File: config.mk
export PLATFORM = sky130hd
export DESIGN_NAME = mux_n_1_rr
export DESIGN_NICKNAME = d
export VERILOG_FILES = /design/src/rtl/mux_n_1_rr.sv
export SDC_FILE = /design/constraint.sdc
export NUM_CORES = 1
export LEC_CHECK = 0
export CORE_MARGIN = 5
export CORE_UTILIZATION = 40
export CTS_BUF_LIST = sky130_fd_sc_hd__clkbuf_4 sky130_fd_sc_hd__clkbuf_8
export CTS_CLUSTER_SIZE = 40
export DETAILED_ROUTE_END_ITERATION = 8
export GPL_TIMING_DRIVEN = 0
export PLACE_DENSITY = 0.82
export REMOVE_ABC_BUFFERS = 1
export SETUP_SLACK_MARGIN = 0.1
export SLEW_MARGIN = 20
export SYNTH_ARGS = -nofsm -noshare
export SYNTH_HDL_FRONTEND = slang
export SYNTH_SLANG_ARGS = --single-unit
File: constraint.sdc
create_clock -name clk -period 2.25 [get_ports clk]
set_input_delay 0.225 -clock clk [delete_from_list [all_inputs] [get_ports clk]]
set_output_delay 0.225 -clock clk [all_outputs]
set_load 0.005 [all_outputs]
File: src/rtl/mux_n_1_rr.sv
// N:1 multiplexer with direct-select or round-robin grant into a single output register.
// Latency: 1 clk from input transfer (in_valid & in_ready) to out_valid.
// Backpressure: while the held word is stalled (out_valid & !out_ready), in_ready is all zeros.
module mux_n_1_rr #(
    parameter int N          = 4,
    parameter int WIDTH      = 8,
    localparam int SW        = $clog2(N)
) (
    input  logic               clk,
    input  logic               rst_n,
    input  logic               mode,
    input  logic [SW-1:0]      sel,
    input  logic [N*WIDTH-1:0] in_data,
    input  logic [N-1:0]       in_valid,
    output logic [N-1:0]       in_ready,
    output logic [WIDTH-1:0]   out_data,
    output logic [SW-1:0]      out_ch,
    output logic               out_valid,
    input  logic               out_ready
);

    logic               out_valid_q, out_valid_d;
    logic [WIDTH-1:0]   out_data_q,  out_data_d;
    logic [SW-1:0]      out_ch_q,    out_ch_d;
    logic [SW-1:0]      rr_ptr_q,    rr_ptr_d;

    logic               grant_vld;
    logic [SW-1:0]      grant_idx;
    logic [SW-1:0]      cand_idx;
    logic               can_load;
    logic               load;

    // Round-robin scans upward from the channel after the last winner.
    always_comb begin
        grant_vld = 1'b0;
        grant_idx = '0;
        cand_idx  = '0;
        if (mode) begin
            for (int i = 1; i <= N; i++) begin
                cand_idx = SW'((int'(rr_ptr_q) + i) % N);
                if (!grant_vld && in_valid[cand_idx]) begin
                    grant_vld = 1'b1;
                    grant_idx = cand_idx;
                end
            end
        end else begin
            for (int c = 0; c < N; c++) begin
                if (sel == SW'(c) && in_valid[c]) begin
                    grant_vld = 1'b1;
                    grant_idx = SW'(c);
                end
            end
        end
    end

    assign can_load = !out_valid_q || out_ready;
    assign load     = can_load && grant_vld;

    always_comb begin
        in_ready = '0;
        if (rst_n && load) begin
            in_ready[grant_idx] = 1'b1;
        end
    end

    always_comb begin
        out_valid_d = out_valid_q;
        out_data_d  = out_data_q;
        out_ch_d    = out_ch_q;
        rr_ptr_d    = rr_ptr_q;
        if (load) begin
            out_valid_d = 1'b1;
            out_data_d  = in_data[int'(grant_idx)*WIDTH +: WIDTH];
            out_ch_d    = grant_idx;
            if (mode) begin
                rr_ptr_d = grant_idx;
            end
        end else if (out_valid_q && out_ready) begin
            out_valid_d = 1'b0;
        end
    end

    always_ff @(posedge clk or negedge rst_n) begin
        if (!rst_n) begin
            out_valid_q <= 1'b0;
            out_data_q  <= '0;
            out_ch_q    <= '0;
            rr_ptr_q    <= SW'(N - 1);
        end else begin
            out_valid_q <= out_valid_d;
            out_data_q  <= out_data_d;
            out_ch_q    <= out_ch_d;
            rr_ptr_q    <= rr_ptr_d;
        end
    end

    assign out_valid = out_valid_q;
    assign out_data  = out_data_q;
    assign out_ch    = out_ch_q;

endmodule

==> impl_metrics.py <==
metrics = {
    "drt": {
        "drt_first_pass_iters": 4,
        "dr_wl_met2_um": 1674,
        "met1_length_um": 1352,
        "via_count": 1028,
        "ant_nets": 0,
        "first_iter_violations": 49,
        "wl_per_cell_um": 16.97,
        "highest_layer": "met4",
        "met3_length_um": 276,
        "viasPerCell": 5.245,
        "wl_um": 3326,
        "drt_drc_violations_left": 0,
    },
    "sta": {
        "fin_worst_skew_ns": 0.001192,
        "rsz0062_at_grt": "yes",
        "setup_viol": 0,
        "relSlewSlack_pct": 53.42,
        "finalSetupTns_ns": 0,
        "min_period_ns": 2.151,
        "finalHoldViolCount": 0,
        "fin_crit_sh_pct": 95.61,
        "max_freq_mhz": 464.8,
        "fin_ws_ns": 0.09869,
        "slew_violations": 0,
        "worst_slew_pin_slew_ns": 0.6965,
    },
    "placed_design": {
        "dp_slack_ns": -0.9506,
        "port_buffers": 56,
        "hpwl_um": 2147,
        "dpl.cell_count": 178,
        "gp_congestion": 0.7364,
    },
    "clock_tree": {
        "cts_tree": "done",
        "clockBufferDepth": 2,
        "clk_latency_ns": 0.26,
        "cts_sinks": 13,
        "root_buffer": "clkbuf_4",
        "cts_inserted_buffers": 3,
        "htreeDepth": 1,
        "cts_hold_repair.buffers": 0,
        "clk_pin_slew_ns": 0.08,
    },
    "floorplan": {
        "chipHeight_um": 61.20,
        "die_w_um": 61.20,
        "core_um2": 2500,
        "initial_utilization_pct": 41.94,
        "die_area_um2": 3745,
        "pin_count": 57,
        "rows": 18,
    },
    "final_layout": {
        "fill_cells": 197,
        "layout_common_cells": "clkdlybuf4s50_1 (46), mux2i_1 (28), dfrtp_1 (11), buf_4 (11), nor2_1 (6)",
        "antennaDiodeCount": 0,
        "multi_input_area_um2": 718.2,
        "syn2layout_area_growth_pct": 70.29,
        "layout-drive-gt1-share_pct": 28.31,
        "ff_latch_area_um2": 327.8,
        "final_common_cell": "clkdlybuf4s50_1",
        "final_cell_count_no_fill": 196,
        "fin_nets": 209,
    },
    "power_and_ir_drop": {
        "ir_worst_vdd_v": 0.0004955,
        "powerDensity_nw_per_um2": 718.6,
        "p_leak_nw": 0.8374,
    },
    "global_routing": {
        "grt_usage_pct": 18.05,
        "grt_pass1_wl_um": 5002,
        "antenna_found_initial": 0,
        "grt_max_degree": 18,
        "grt_pass1_vias": 1073,
        "grt_overflow": 0,
    },
    "logic_synthesis": {
        "synth.distinct_cells": 32,
        "ys_async_sr_fraction_pct": 100.0,
        "syn_avg_cell_area_um2": 10.59,
        "ys_seq_elements": 13,
        "syn_inst": 99,
        "yosys_warnings": 0,
        "ys_seq_area_share_pct": 31.26,
        "ys.flop_type": "dfrtp_1",
        "synth-edff-count": 0,
        "syn_area_um2": 1049,
    },
    "setup_path": {
        "cp.required_ns": 2.03,
        "critPathKind": "reg -> out",
        "crit_fanout": 6,
        "worstSetupStartpointType": "flop",
        "worstSetupEndpointType": "output pin",
        "worstPathArrival_ns": 1.93,
    },
    "flow_run": {
        "cap_viol_max_count": 0,
    },
    "hold_path": {
        "hold_path.class": "in -> async",
    },
    "status": {
        "status": "complete, no violations",
    },
}
## worst max-delay path, stage by stage, from the launching register on
cell and delay, ns:
dfstp_2 0.60, mux2i_1 0.27, a211oi_2 0.12, o32a_4 0.22, buf_6 0.13, buf_6 0.12, nor2_1 0.08, buf_2 0.12
## layout make-up
type / count / area share [%]
sequential: 13 / 18.36
multi-input combinational: 77 / 40.22
clock buffer: 4 / 1.682
tap: 30 / 2.102
inverter: 2 / 0.4205
timing repair buffer: 70 / 37.21
## what timing repair did
item / 4_1_cts / 5_1_grt
pin swaps: 5 / 6
gates resized for setup: 27 / 13
setup endpoints to repair: 13 / 12
gates cloned: 0 / 0
setup buffers: 11 / 3
## kinds of logic after synthesis
kind of cell	share of synthesized area (%)
buf+inv	6.802
compound gates	11.58
mux	37.83
simple gates	12.53
flops	31.26
## synthesized netlist by cell type, drive strengths merged (2+ instances only)
cell type,instances,area share [%]
dfstp,2,5.0
dfrtp,11,26
inv,2,0.72
nor2,7,2.5
nand3b,2,1.4
nand2b,6,3.6
nand2,3,1.1
buf,7,6.1
mux2i,28,27
a21oi,4,1.9
a31oi,2,1.8
mux2,9,11
o21a,2,1.4
## state kept, by name (all words and copies together) (netlist names)
name       count
out_ch         2
out_data       8
out_valid      1
rr_ptr_q       2
## layer usage
layer	global-route usage, %	vias up
met4	5.263	0
met1	21.85	490
met2	30.21	41
met3	6.289	4
met5	0	-
li1	-	493
## through the flow
stage | total power [mW] | instance area, um2 | hold WS, ns | utilization [%]
final | 1.283 | 1785 | 0.3748 | 71.42
after detailed placement | 0.9921 | 1600 | 0.4924 | 64.01
after global routing | 1.362 | 1785 | 0.4136 | 71.42
after floorplan | 0.6937 | 984.7 | -0.07059 | -
after CTS | 1.237 | 1730 | 0.3856 | 69.22
after global placement | 0.9686 | 1583 | 0.4938 | 63.31
## final timing paths
kind                             start  cells past startpoint          end  slack, ns
min in group clk           out_data[7]                      1  out_data[7]       0.52
setup / recovery           rr_ptr_q[1]                      7  in_ready[3]        0.1
hold / removal                   rst_n                      1  out_data[7]       0.37
setup reg to reg           rr_ptr_q[1]                      8  out_data[5]       0.19
hold reg to reg            out_data[7]                      1  out_data[7]       0.52
max in group asynchronous        rst_n                      1    out_valid       1.44
## report_power, final
group	internal (mW)	switching [mW]	leakage, nW	total [mW]
clock	0.0806	0.0715	0.0184	0.152
combinational	0.467	0.270	0.671	0.737
sequential	0.326	0.0676	0.148	0.394
total	0.874	0.410	0.837	1.28
Power figures use the tool's default switching activity.
